$ cat src/rtl/song_reader_pkg.sv
// Shared definitions for the song sequencer: default widths, ROM entry layout,
// the END marker and the sequencer state encoding.
package song_pkg;

  localparam int unsigned DEF_SONG_BITS = 2;
  localparam int unsigned DEF_IDX_BITS  = 7;
  localparam int unsigned DEF_NOTE_W    = 6;
  localparam int unsigned DEF_DUR_W     = 6;

  localparam int unsigned IS_WAIT_BIT = 15;
  localparam int unsigned NOTE_MSB    = 14;
  localparam int unsigned NOTE_LSB    = 9;
  localparam int unsigned DUR_MSB     = 8;
  localparam int unsigned DUR_LSB     = 3;

  // bits [2:0] are don't-care, so END is matched on [15:3] only
  localparam logic [15:0] END_MARKER = 16'h0000;

  typedef enum logic [2:0] {
    S_IDLE   = 3'd0,
    S_FETCH  = 3'd1,
    S_DECODE = 3'd2,
    S_REST   = 3'd3,
    S_DONE   = 3'd4
  } state_e;

endpackage

$ cat src/rtl/song_reader_beat_rest_counter.sv
// Loadable beat down-counter for WAIT entries; expire flags the enabled
// beat that takes the count from 1 to 0.
module beat_rest_counter #(
  parameter int unsigned DUR_W = 6
) (
  input  logic             clk,
  input  logic             reset,
  input  logic             clear,
  input  logic             load,
  input  logic [DUR_W-1:0] load_val,
  input  logic             en,
  output logic             expire
);

  logic [DUR_W-1:0] cnt_q, cnt_d;

  always_comb begin
    cnt_d = cnt_q;
    if (clear) begin
      cnt_d = '0;
    end else if (load) begin
      cnt_d = load_val;
    end else if (en && (cnt_q != '0)) begin
      cnt_d = cnt_q - 1'b1;
    end
  end

  always_ff @(posedge clk or negedge reset) begin
    if (!reset) begin
      cnt_q <= '0;
    end else begin
      cnt_q <= cnt_d;
    end
  end

  assign expire = en && (cnt_q == DUR_W'(1));

endmodule

$ cat src/rtl/song_reader.sv
// Song sequencer: walks NOTE/WAIT/END entries of an external synchronous song
// ROM and issues load strobes to the note distributor.
module song_reader
  import song_pkg::*;
#(
  parameter int unsigned SONG_BITS = DEF_SONG_BITS,
  parameter int unsigned IDX_BITS  = DEF_IDX_BITS,
  parameter int unsigned NOTE_W    = DEF_NOTE_W,
  parameter int unsigned DUR_W     = DEF_DUR_W
) (
  input  logic                          clk,
  input  logic                          reset,
  input  logic                          play,
  input  logic                          beat,
  input  logic [SONG_BITS-1:0]          song,
  output logic [SONG_BITS+IDX_BITS-1:0] rom_addr,
  input  logic [15:0]                   rom_data,
  output logic                          load_new_note,
  output logic [NOTE_W-1:0]             note_to_load,
  output logic [DUR_W-1:0]              duration_to_load,
  output logic                          song_done,
  output logic                          busy
);

  state_e               state_q, state_d;
  logic [IDX_BITS-1:0]  idx_q, idx_d;
  logic [SONG_BITS-1:0] song_q, song_d;
  logic [NOTE_W-1:0]    note_q, note_d;
  logic [DUR_W-1:0]     dur_q, dur_d;
  logic                 load_q, load_d;
  logic                 done_q, done_d;
  logic                 busy_q, busy_d;

  logic                 entry_wait, entry_end, last_idx, advance;
  logic [NOTE_W-1:0]    entry_note;
  logic [DUR_W-1:0]     entry_dur;
  logic                 rest_clear, rest_load, rest_en, rest_expire;
  logic                 unused_low_bits;

  assign entry_wait      = rom_data[IS_WAIT_BIT];
  assign entry_note      = rom_data[NOTE_MSB:NOTE_LSB];
  assign entry_dur       = rom_data[DUR_MSB:DUR_LSB];
  assign entry_end       = (rom_data[IS_WAIT_BIT:DUR_LSB] == END_MARKER[IS_WAIT_BIT:DUR_LSB]);
  assign unused_low_bits = ^rom_data[DUR_LSB-1:0];
  assign last_idx        = &idx_q;
  assign rest_en         = beat && play && (state_q == S_REST);

  beat_rest_counter #(.DUR_W(DUR_W)) u_rest (
    .clk      (clk),
    .reset    (reset),
    .clear    (rest_clear),
    .load     (rest_load),
    .load_val (entry_dur),
    .en       (rest_en),
    .expire   (rest_expire)
  );

  always_comb begin
    state_d    = state_q;
    idx_d      = idx_q;
    song_d     = song_q;
    note_d     = note_q;
    dur_d      = dur_q;
    load_d     = 1'b0;
    done_d     = 1'b0;
    rest_clear = 1'b0;
    rest_load  = 1'b0;
    advance    = 1'b0;

    if (song != song_q) begin
      // a song change pre-empts everything, including a DECODE in flight
      song_d     = song;
      idx_d      = '0;
      rest_clear = 1'b1;
      state_d    = play ? S_FETCH : S_IDLE;
    end else begin
      case (state_q)
        S_IDLE: begin
          idx_d = '0;
          if (play) state_d = S_FETCH;
        end
        S_FETCH: begin
          if (play) state_d = S_DECODE;
        end
        S_DECODE: begin
          if (entry_end) begin
            state_d = S_DONE;
            done_d  = 1'b1;
          end else if (!entry_wait) begin
            load_d  = 1'b1;
            note_d  = entry_note;
            dur_d   = entry_dur;
            advance = 1'b1;
          end else if (entry_dur != '0) begin
            rest_load = 1'b1;
            state_d   = S_REST;
          end else begin
            advance = 1'b1;
          end
        end
        S_REST: begin
          if (rest_expire) advance = 1'b1;
        end
        S_DONE: begin
          if (!play) state_d = S_IDLE;
        end
        default: state_d = S_IDLE;
      endcase

      // advancing past the last index ends the song instead of wrapping
      if (advance) begin
        if (last_idx) begin
          state_d = S_DONE;
          done_d  = 1'b1;
        end else begin
          idx_d   = idx_q + 1'b1;
          state_d = S_FETCH;
        end
      end
    end

    busy_d = (state_d == S_FETCH) || (state_d == S_DECODE) || (state_d == S_REST);
  end

  always_ff @(posedge clk or negedge reset) begin
    if (!reset) begin
      state_q <= S_IDLE;
      idx_q   <= '0;
      song_q  <= '0;
      note_q  <= '0;
      dur_q   <= '0;
      load_q  <= 1'b0;
      done_q  <= 1'b0;
      busy_q  <= 1'b0;
    end else begin
      state_q <= state_d;
      idx_q   <= idx_d;
      song_q  <= song_d;
      note_q  <= note_d;
      dur_q   <= dur_d;
      load_q  <= load_d;
      done_q  <= done_d;
      busy_q  <= busy_d;
    end
  end

  assign rom_addr         = {song_q, idx_q};
  assign load_new_note    = load_q;
  assign note_to_load     = note_q;
  assign duration_to_load = dur_q;
  assign song_done        = done_q;
  assign busy             = busy_q;

endmodule

$ cat config.mk
export PLATFORM = sky130hd
export DESIGN_NAME = song_reader
export DESIGN_NICKNAME = d
export VERILOG_FILES = /design/src/rtl/song_reader_pkg.sv /design/src/rtl/song_reader_beat_rest_counter.sv /design/src/rtl/song_reader.sv
export SDC_FILE = /design/constraint.sdc
export NUM_CORES = 1
export LEC_CHECK = 0
export CORE_ASPECT_RATIO = 1.5
export CORE_UTILIZATION = 51
export CTS_BUF_LIST = sky130_fd_sc_hd__clkbuf_4
export CTS_CLUSTER_SIZE = 20
export DETAILED_ROUTE_END_ITERATION = 10
export PLACE_DENSITY = 0.84
export RECOVER_POWER = 25
export SYNTH_ARGS = -nofsm -noshare
export SYNTH_HDL_FRONTEND = slang
export SYNTH_SLANG_ARGS = --single-unit
$ cat constraint.sdc
create_clock -name clk -period 2.2 [get_ports clk]
set_input_delay 0.66 -clock clk [delete_from_list [all_inputs] [get_ports clk]]
set_output_delay 0.66 -clock clk [all_outputs]
set_load 0.005 [all_outputs]
; ---- After elaboration in Yosys (flattened, before gate mapping)
; Index checks and enable logic that the tools add are counted.
; W data, S select, Z words.
[classes]
n_bitwise = 3
mux = 39
magnitude_cmp = 0
n_reduce_logical = 13
n_mul = 0
div = 0
n_addsub = 2
n_eq_ne = 9
shifts = 0
[ops]
columns = operator, count
row1 = $mux W7, 4
row2 = $mux W3, 9
row3 = $mux W1, 21
row4 = $mux W6, 3
row5 = $pmux W3 S5, 1
row6 = $logic_not A13 Y1, 1
row7 = $eq A3 B2 Y1 const B, 4
row8 = $reduce_bool A6 Y1, 2
row9 = $add A7 B1 Y7 const B, 1
row10 = $reduce_and A7 Y1, 1
row11 = $eq A3 B1 Y1 const B, 2
row12 = $eq A6 B1 Y1 const B, 1
row13 = $sub A6 B1 Y6 const B, 1
row14 = $logic_and A1 B1 Y1, 4
row15 = $reduce_and A4 Y1, 1
row16 = $eq A3 B3 Y1 const B, 1
row17 = $logic_not A3 Y1, 1
row18 = $not A1 Y1, 3
row19 = $reduce_bool A3 Y1, 1
row20 = $logic_or A1 B1 Y1, 2
row21 = $ne A2 B2 Y1, 1
row22 = $pmux W1 S2, 1
[totals]
latchBits = 0
memories = 0
inputBits = 22
output_inout_bits = 24
ram_bits = 0
regBits = 33
rom_bits = 0

; ---- Depth between registers and ports, before layout
; Gate-level depths: netlist of run 1.
[logic_depth]
ltp_word = 11
mapped_depth = 8

; ---- Modules after synthesis
; From an unflattened synthesis of run 1, not the netlist that was laid out.
[unflattened]
hier_cells = 177
hier_area_um2 = 1851.8
[by_module_without_submodules]
columns = mod, cells_each, seq_area_each_um2, area_each_um2, instances
row1 = song_reader, 126, 675.6, 1362.6, 1
row2 = beat_rest_counter, 51, 150.1, 489.2, 1

; ---- Least setup slack after synthesis of run 1
; Ideal clock, no wire load.
[synth_path]
path_kind = in2reg
from = in rom_data[3]
to = reg idx_q[0]
n_path_buf = 1
required_time_ns = 2.126
arrival_time_ns = 2.051
setup_slack_ns = 0.074
setup_ns = 0.074
path_stages = 6
cell_sequence = nor4_4 > a21boi_2 > or4_1 > buf_2 > a21o_1 > a21oi_2
[synth_via]
elab_chain_len = 8
word_cells_on_any_way = 9
classes_between = mux: 7 / reduce/logical: 2
[synth_lines]
columns = item, line
row1 = from (decl), song_reader.sv:17  ; input logic [15:0] rom_data,
row2 = $reduce_bool A6 Y1, song_reader.sv:94  ; end else if (entry_dur != '0) begin
row3 = $mux W1, song_reader.sv:94
row4 = $mux W1, song_reader.sv:89  ; end else if (!entry_wait) begin
row5 = $mux W1 *, song_reader.sv:86  ; if (entry_end) begin
row6 = $pmux W1 S2 *, song_reader.sv:77  ; case (state_q)
row7 = $mux W1 *, song_reader.sv:70  ; if (song != song_q) begin
row8 = $mux W7 *, song_reader.sv:111  ; if (advance) begin
row9 = $mux W7 *, song_reader.sv:70
row10 = named net idx_d[0], song_reader.sv:26  ; logic [IDX_BITS-1:0] idx_q, idx_d;
row11 = to (signal assigned), song_reader.sv:137  ; idx_q <= idx_d;
row12 = to (decl), song_reader.sv:26
; Mark *: on every way through the listed nets, which the timed path passes. The rest lies on a longest branch. The select of a mux whose other input is x is not followed.
; A chain may end at the register's enable or synchronous reset.

; ---- Final worst setup path of run 1
[layout_path]
from = in rom_data[12]
to = reg note_q[5] (netlist: note_to_load[5])
[layout_via]
elab_chain_len = 3
[layout_lines]
columns = item, line
row1 = $logic_not A13 Y1, song_reader.sv:43  ; assign entry_end = (rom_data[IS_WAIT_BIT:DUR_LSB] == END_MARKER[IS_WAIT_BIT:DUR_LSB]);
row2 = $not A1 Y1 (no source line), --
row3 = $reduce_and A4 Y1 (no source line), --
row4 = to (signal assigned), song_reader.sv:139  ; note_q <= note_d;
row5 = to (decl), song_reader.sv:28  ; logic [NOTE_W-1:0] note_q, note_d;
; Every way passes these cells.

==> impl_metrics.toml, run 1 <==
[sta]
slew_viol_final = 0
tightest_slew_ns = 0.809
tns_ns = -0.154
hold_violations = 0
finClkSkew_ns = 0.00642
fmax_mhz = 450
period_needed_ns = 2.22
max-slew-margin-rel = 0.461
min_period_over_period = 1.01
setup_viol = 10
hold_slack_ns = 0.522
setup_slack_ns = -0.0227

[run]
drv_cap = 0

[cts]
path_clk_slew_ns = 0.10
cts.sinks = 33
cts_made_buffers = 5
root_buffer = "clkbuf_4"
cts_hold_buf = 0
cts_tree = "done"
cts.path.max_buffers = 2
htree_levels = 2
clk_latency_ns = 0.34

[logic_synthesis]
ys_top_cells_by_area = "dfrtp_1 44%, mux2_4 7.3%, nor4_4 3.4%"
synth_area_mm2 = 0.00186
syn_inst = 172
async_reset_ff_frac = 1.00
syn_avg_cell_area_um2 = 10.8
syn-num-nets = 198
synth.distinct_cells = 44
ys.flop_type = "dfrtp_1"
synth_warnings = 0
synth_top_area_frac = 0.444
yosys_register_bits = 33
seq_area_frac_synth = 0.444
synth_edf_count = 0
synth_area_leader_cell = "dfrtp_1"

[place]
dp_hpwl_mm = 3.45
portBuffers = 42
gp_congestion = 0.830
dp.cells = 267
placed_cell_area_mm2 = 0.00244

[global_route]
antenna_found_initial = 0
grt.total_usage = 0.272
grt_overflow = 0
grt_pass1_wl_mm = 7.98
first_global_vias = 1701
grt_max_degree = 34

[power]
cellLeakagePower_nw = 1.11
vdd_drop_max_uv = 535
powerDensity_mw_per_mm2 = 532
p_total_mw = 1.35

[detailed_routing]
drc = 0
drtPass1Iterations = 4
vias_per_cell = 5.86
drtIter0Drc = 63
vias = 1618
drtAntennaViolNets = 0
wl_per_cell_um = 17.1
wl_mm = 4.72

[floorplan]
start_util = 0.540
row_count = 26
die_y_um = 76.0
io-pin-count = 46
die_w_um = 51.3
coreArea_mm2 = 0.00345
die_area_mm2 = 0.00390

[setup_path]
worstReg2RegEnd = "idx_q[0]$_DFF_PN0_"
worstPathMaxFanout = 13
critPathLaunchType = "input port"
required_ns = 2.42
cp-end-kind = "register"
r2r_cells = 6
worstSetupPathType = "input port to register"
rrSetupSlack_ns = 0.11
cp-endpoint = "note_to_load[5]$_DFFE_PN0P_"
worstSetupStartpoint = "rom_data[12]"
reg2reg_from = "idx_q[0]$_DFF_PN0_"
worstPathArrival_ns = 2.45

[finish]
instances_no_fill = 276
fin_area_mm2 = 0.00253
final_common_cell = "dfrtp_1"
layout_common_cells = "33 x dfrtp_1, 30 x clkdlybuf4s50_1, 23 x buf_4"
drive_gt1_frac = 0.274
antenna_cells = 0
syn2layout_area_growth_pct = 35.9
final_nets = 259

[run_status]
status = "finished, violations left"
violations = "negative setup slack"

[hold_path]
worstHoldPathType = "register to register"
==> registers in the layout, summed over array words and instances, names as in the netlist <==
register          cells
song_q                2
busy                  1
idx_q                 7
song_done             1
u_rest.cnt_q          6
note_to_load          6
duration_to_load      6
load_new_note         1
state_q               3
==> logic make-up after synthesis <==
group | count (synthesis) | synth area share
adder cells (fa/ha/maj) | 4 | 0.0269
multiplexers | 14 | 0.103
flip-flops | 33 | 0.444
XOR/XNOR | 7 | 0.0330
AO/OA/AOI/OAI | 34 | 0.128
buffers and inverters | 17 | 0.0457
AND/OR/NAND/NOR | 63 | 0.220
==> worst max-delay path, stage by stage <==
cell and delay (ns):
clkdlybuf4s50_1 0.52, nor3_2 0.08, and4_4 0.21, or4_4 0.63
mux2_4 0.35
==> routing by layer <==
layer / GRT usage / routed length, um / vias to the layer above / part of all wire
met3: 0.0459 / 190 / 13 / 0.040
li1: - / - / 751 / -
met2: 0.497 / 2610 / 66 / 0.55
met5: 0 / 0 / - / 0
met1: 0.308 / 1820 / 788 / 0.39
met4: 0.0892 / 101 / 0 / 0.021
==> area by class of cell <==
cell class	instances	area [um^2]
multi-input cells	122	986
repair buffers	66	596
inverters	5	18.8
clock buffers	5	37.5
fillers	239	920
well taps	42	52.6
clock inverters	3	12.5
flip-flops and latches	33	826
==> report_power, final <==
part           internal (mW)  total [mW]  switching, mW
clock                  0.115       0.318          0.203
combinational          0.204       0.325          0.121
sequential             0.662       0.703         0.0416
==> how the worst min path moves through the flow <==
stage | cells after the start | endpoint | from | slack [ns]
floorplan | 0 | busy$_DFF_PN0_ | reset | 0.36
global placement | 1 | note_to_load[0]$_DFFE_PN0P_ | note_to_load[0]$_DFFE_PN0P_ | 0.49
detailed placement | 1 | note_to_load[1]$_DFFE_PN0P_ | note_to_load[1]$_DFFE_PN0P_ | 0.50
CTS | 1 | note_to_load[1]$_DFFE_PN0P_ | note_to_load[1]$_DFFE_PN0P_ | 0.52
global route | 1 | note_to_load[0]$_DFFE_PN0P_ | note_to_load[0]$_DFFE_PN0P_ | 0.54
finish | 1 | duration_to_load[3]$_DFFE_PN0P_ | duration_to_load[3]$_DFFE_PN0P_ | 0.52
==> through the flow <==
step,setup slack (ns),util
detailed placement,-0.567,0.708
global route,-0.0143,0.733
floorplan,0.0743,-
finish,-0.0227,0.733
CTS,0.000985,0.730
global placement,-0.527,0.708
==> cell usage after synthesis, types with 2 or more instances <==
master     n
nor4_4     3
nand2_1   10
nand4_1    9
inv_1      4
a211oi_1   6
o21ai_0    3
nor2_1    15
or2_2      2
clkbuf_1   8
and2_1     3
xnor2_1    4
o21bai_1   2
o211ai_1   2
mux2_2     5
o221ai_1   5
a21oi_1   10
mux2_4     9
xor2_1     3
ha_1       4
dfrtp_1   33
nor3_1     2
buf_2      2
nand3_1    5
nor2b_1    3
==> repair_timing <==
action / 4_1_cts / 5_1_grt
resized for setup: 13 / 5
pin swaps: 4 / 2
endpoints found under the setup margin: 24 / 8
gates cloned: 0 / 0
setup buffers: 1 / 0
(Power assumes the default switching activity.)
==> run 2: changes to the inputs <==
GPL_ROUTABILITY_DRIVEN = 0   (was not set)
==> results of run 2 <==
No change in the layout: final DEF, timing and power equal those of run 1.
==> run 3: changes to the inputs <==
ABC_AREA = 1   (was not set)
CORE_UTILIZATION = 65   (was 51)
DONT_BUFFER_PORTS = 1   (was not set)
PLACE_DENSITY = 0.83   (was 0.84)
==> impl_metrics.toml, run 3 <==
[global_route]
antenna_found_initial = 0
grt_overflow = 0
grt_max_degree = 34
first_global_vias = 1392
grt.total_usage = 0.270
grt_pass1_wl_mm = 5.81

[cts]
cts-resized-gates = 0
cts_hold_buf = 0
cts_tree = "done"
clk_latency_ns = 0.32
root_buffer = "clkbuf_4"
htree_levels = 2
cts_setup_buffers = 0
path_clk_slew_ns = 0.09
cts_made_buffers = 5
cts.path.max_buffers = 2
cts.sinks = 33

[sta]
hold_violations = 0
hold_slack_ns = 0.351
setup_viol = 0
max-slew-margin-rel = 0.191
period_needed_ns = 1.75
finClkSkew_ns = 0.00807
tns_ns = 0
setup_slack_ns = 0.453
rsz0062_at_grt = "no"
tightest_slew_ns = 1.21
fmax_mhz = 572
min_period_over_period = 0.794
slew_viol_final = 0

[finish]
final_common_cell = "nand2_1"
layout_common_cells = "75 x nand2_1, 37 x inv_1, 33 x dfrtp_1"
antenna_cells = 0
fin_area_mm2 = 0.00193
largest_reg_flops = 7
regMostFlops = "idx_q"
syn2layout_area_growth_pct = 5.75
final_nets = 284
post-route-util = 0.722
drive_gt1_frac = 0.0465

[floorplan]
coreArea_mm2 = 0.00268
io-pin-count = 46
die_area_mm2 = 0.00303
die_w_um = 45.3
die_y_um = 66.9
row_count = 23
start_util = 0.683

[detailed_routing]
drc = 0
drtIter0Drc = 31
drtAntennaViolNets = 0
vias = 1531
wl_per_cell_um = 12.2
vias_per_cell = 5.19
wl_mm = 3.59
drtPass1Iterations = 4

[setup_path]
critical_path.top_delay_family = "simple AND/OR/NAND/NOR gates"
critPathLaunchType = "register"
worstSetupPathType = "register to register"
path_buf_inv = 1
required_ns = 2.42
cp_slowest_cell = "dfrtp_1"
critical_path.cell_chain = "ha_1, nand3_1, nor2_1, nand3_1, inv_1, nand2_1, o21ai_0, nand2_1, o21ai_0, nor2_1"
cp-end-kind = "register"
slowest_delay_ns = 0.47
worstPathArrival_ns = 1.97
worstPathMaxFanout = 6

[power]
vdd_drop_max_uv = 543
p_int_uw = 891
p_sw_uw = 373
powerDensity_mw_per_mm2 = 655
share_comb_of_total_power = 0.173
cellLeakagePower_nw = 0.979
power_switching_share = 0.295
seqPwrFrac = 0.583
clkPwrFrac = 0.244

[logic_synthesis]
ys_top_cells_by_area = "dfrtp_1 45%, nand2_1 15%, o21ai_0 8.8%"
yosys_register_bits = 33
synth_area_leader_cell = "dfrtp_1"
synth_warnings = 0
syn_inst = 251
synth_common_cells = "75 x nand2_1, 37 x inv_1, 33 x dfrtp_1, 32 x o21ai_0, 27 x nor2_1"
synth_top_area_frac = 0.452
synth.distinct_cells = 23
syn_avg_cell_area_um2 = 7.28
syn-num-nets = 277
seq_area_frac_synth = 0.452
synth.most_common_cell = "nand2_1"
synth_edf_count = 0
synth_area_mm2 = 0.00183
async_reset_ff_frac = 1.00
ys.flop_type = "dfrtp_1"

[place]
dp_hpwl_mm = 2.66
portBuffers = 0
dpl_worst_slack_ns = 0.235
placed_cell_area_mm2 = 0.00186

[run_status]
status = "finished, final reports clean"

[run]
drv_cap = 0

[hold_path]
worstHoldPathType = "input port to register"
-- run 3: kinds of logic after synthesis --
kind of cell             after synthesis  synth area share
AO/OA/AOI/OAI                         40             0.111
adder cells (fa/ha/maj)                4            0.0274
AND/OR/NAND/NOR                      125             0.286
XOR/XNOR                               5            0.0240
flip-flops                            33             0.452
buffers and inverters                 44             0.100
-- run 3: cell type report --
| class | instances | area (um^2) |
|---|---|---|
| Fill cell | 234 | 744 |
| Inverter | 37 | 139 |
| Sequential cell | 33 | 826 |
| Clock inverter | 1 | 3.75 |
| Timing Repair Buffer | 7 | 53.8 |
| Multi-Input combinational cell | 174 | 818 |
| Tap cell | 37 | 46.3 |
| Clock buffer | 6 | 45.0 |
-- run 3: stage by stage --
step	total power, mW	cells
floorplan	0.904	251
global placement	0.943	285
detailed placement	0.952	285
CTS	1.26	292
global route	1.34	295
finish	1.26	295
-- run 3: worst paths after layout --
check | start | slack, ns | cells after the start | endpoint
worst min register to register | duration_to_load[4]$_DFFE_PN0P_ | 0.57 | 2 | duration_to_load[4]$_DFFE_PN0P_
worst max-delay path | idx_q[0]$_DFF_PN0_ | 0.45 | 10 | idx_q[2]$_DFF_PN0_
max in group asynchronous | reset | 0.92 | 1 | note_to_load[2]$_DFFE_PN0P_
worst min-delay path | song[1] | 0.35 | 0 | song_q[1]$_DFFE_PN0N_
min in group asynchronous | reset | 0.56 | 1 | song_q[1]$_DFFE_PN0N_
worst max register to register | idx_q[0]$_DFF_PN0_ | 0.45 | 10 | idx_q[2]$_DFF_PN0_
-- run 3: power groups by stage --
stage	combinational (mW)	clock [mW]	sequential (mW)
global route	0.253	0.344	0.745
floorplan	0.170	0	0.734
finish	0.219	0.309	0.737
CTS	0.204	0.318	0.738
detailed placement	0.203	0	0.749
global placement	0.195	0	0.747
-- run 3: metal layers --
metal,vias to the layer above,GRT usage,wire (um)
li1,796,-,-
met1,694,0.316,1470
met2,34,0.455,1900
met3,7,0.0596,132
met4,0,0.125,82
met5,-,0,0
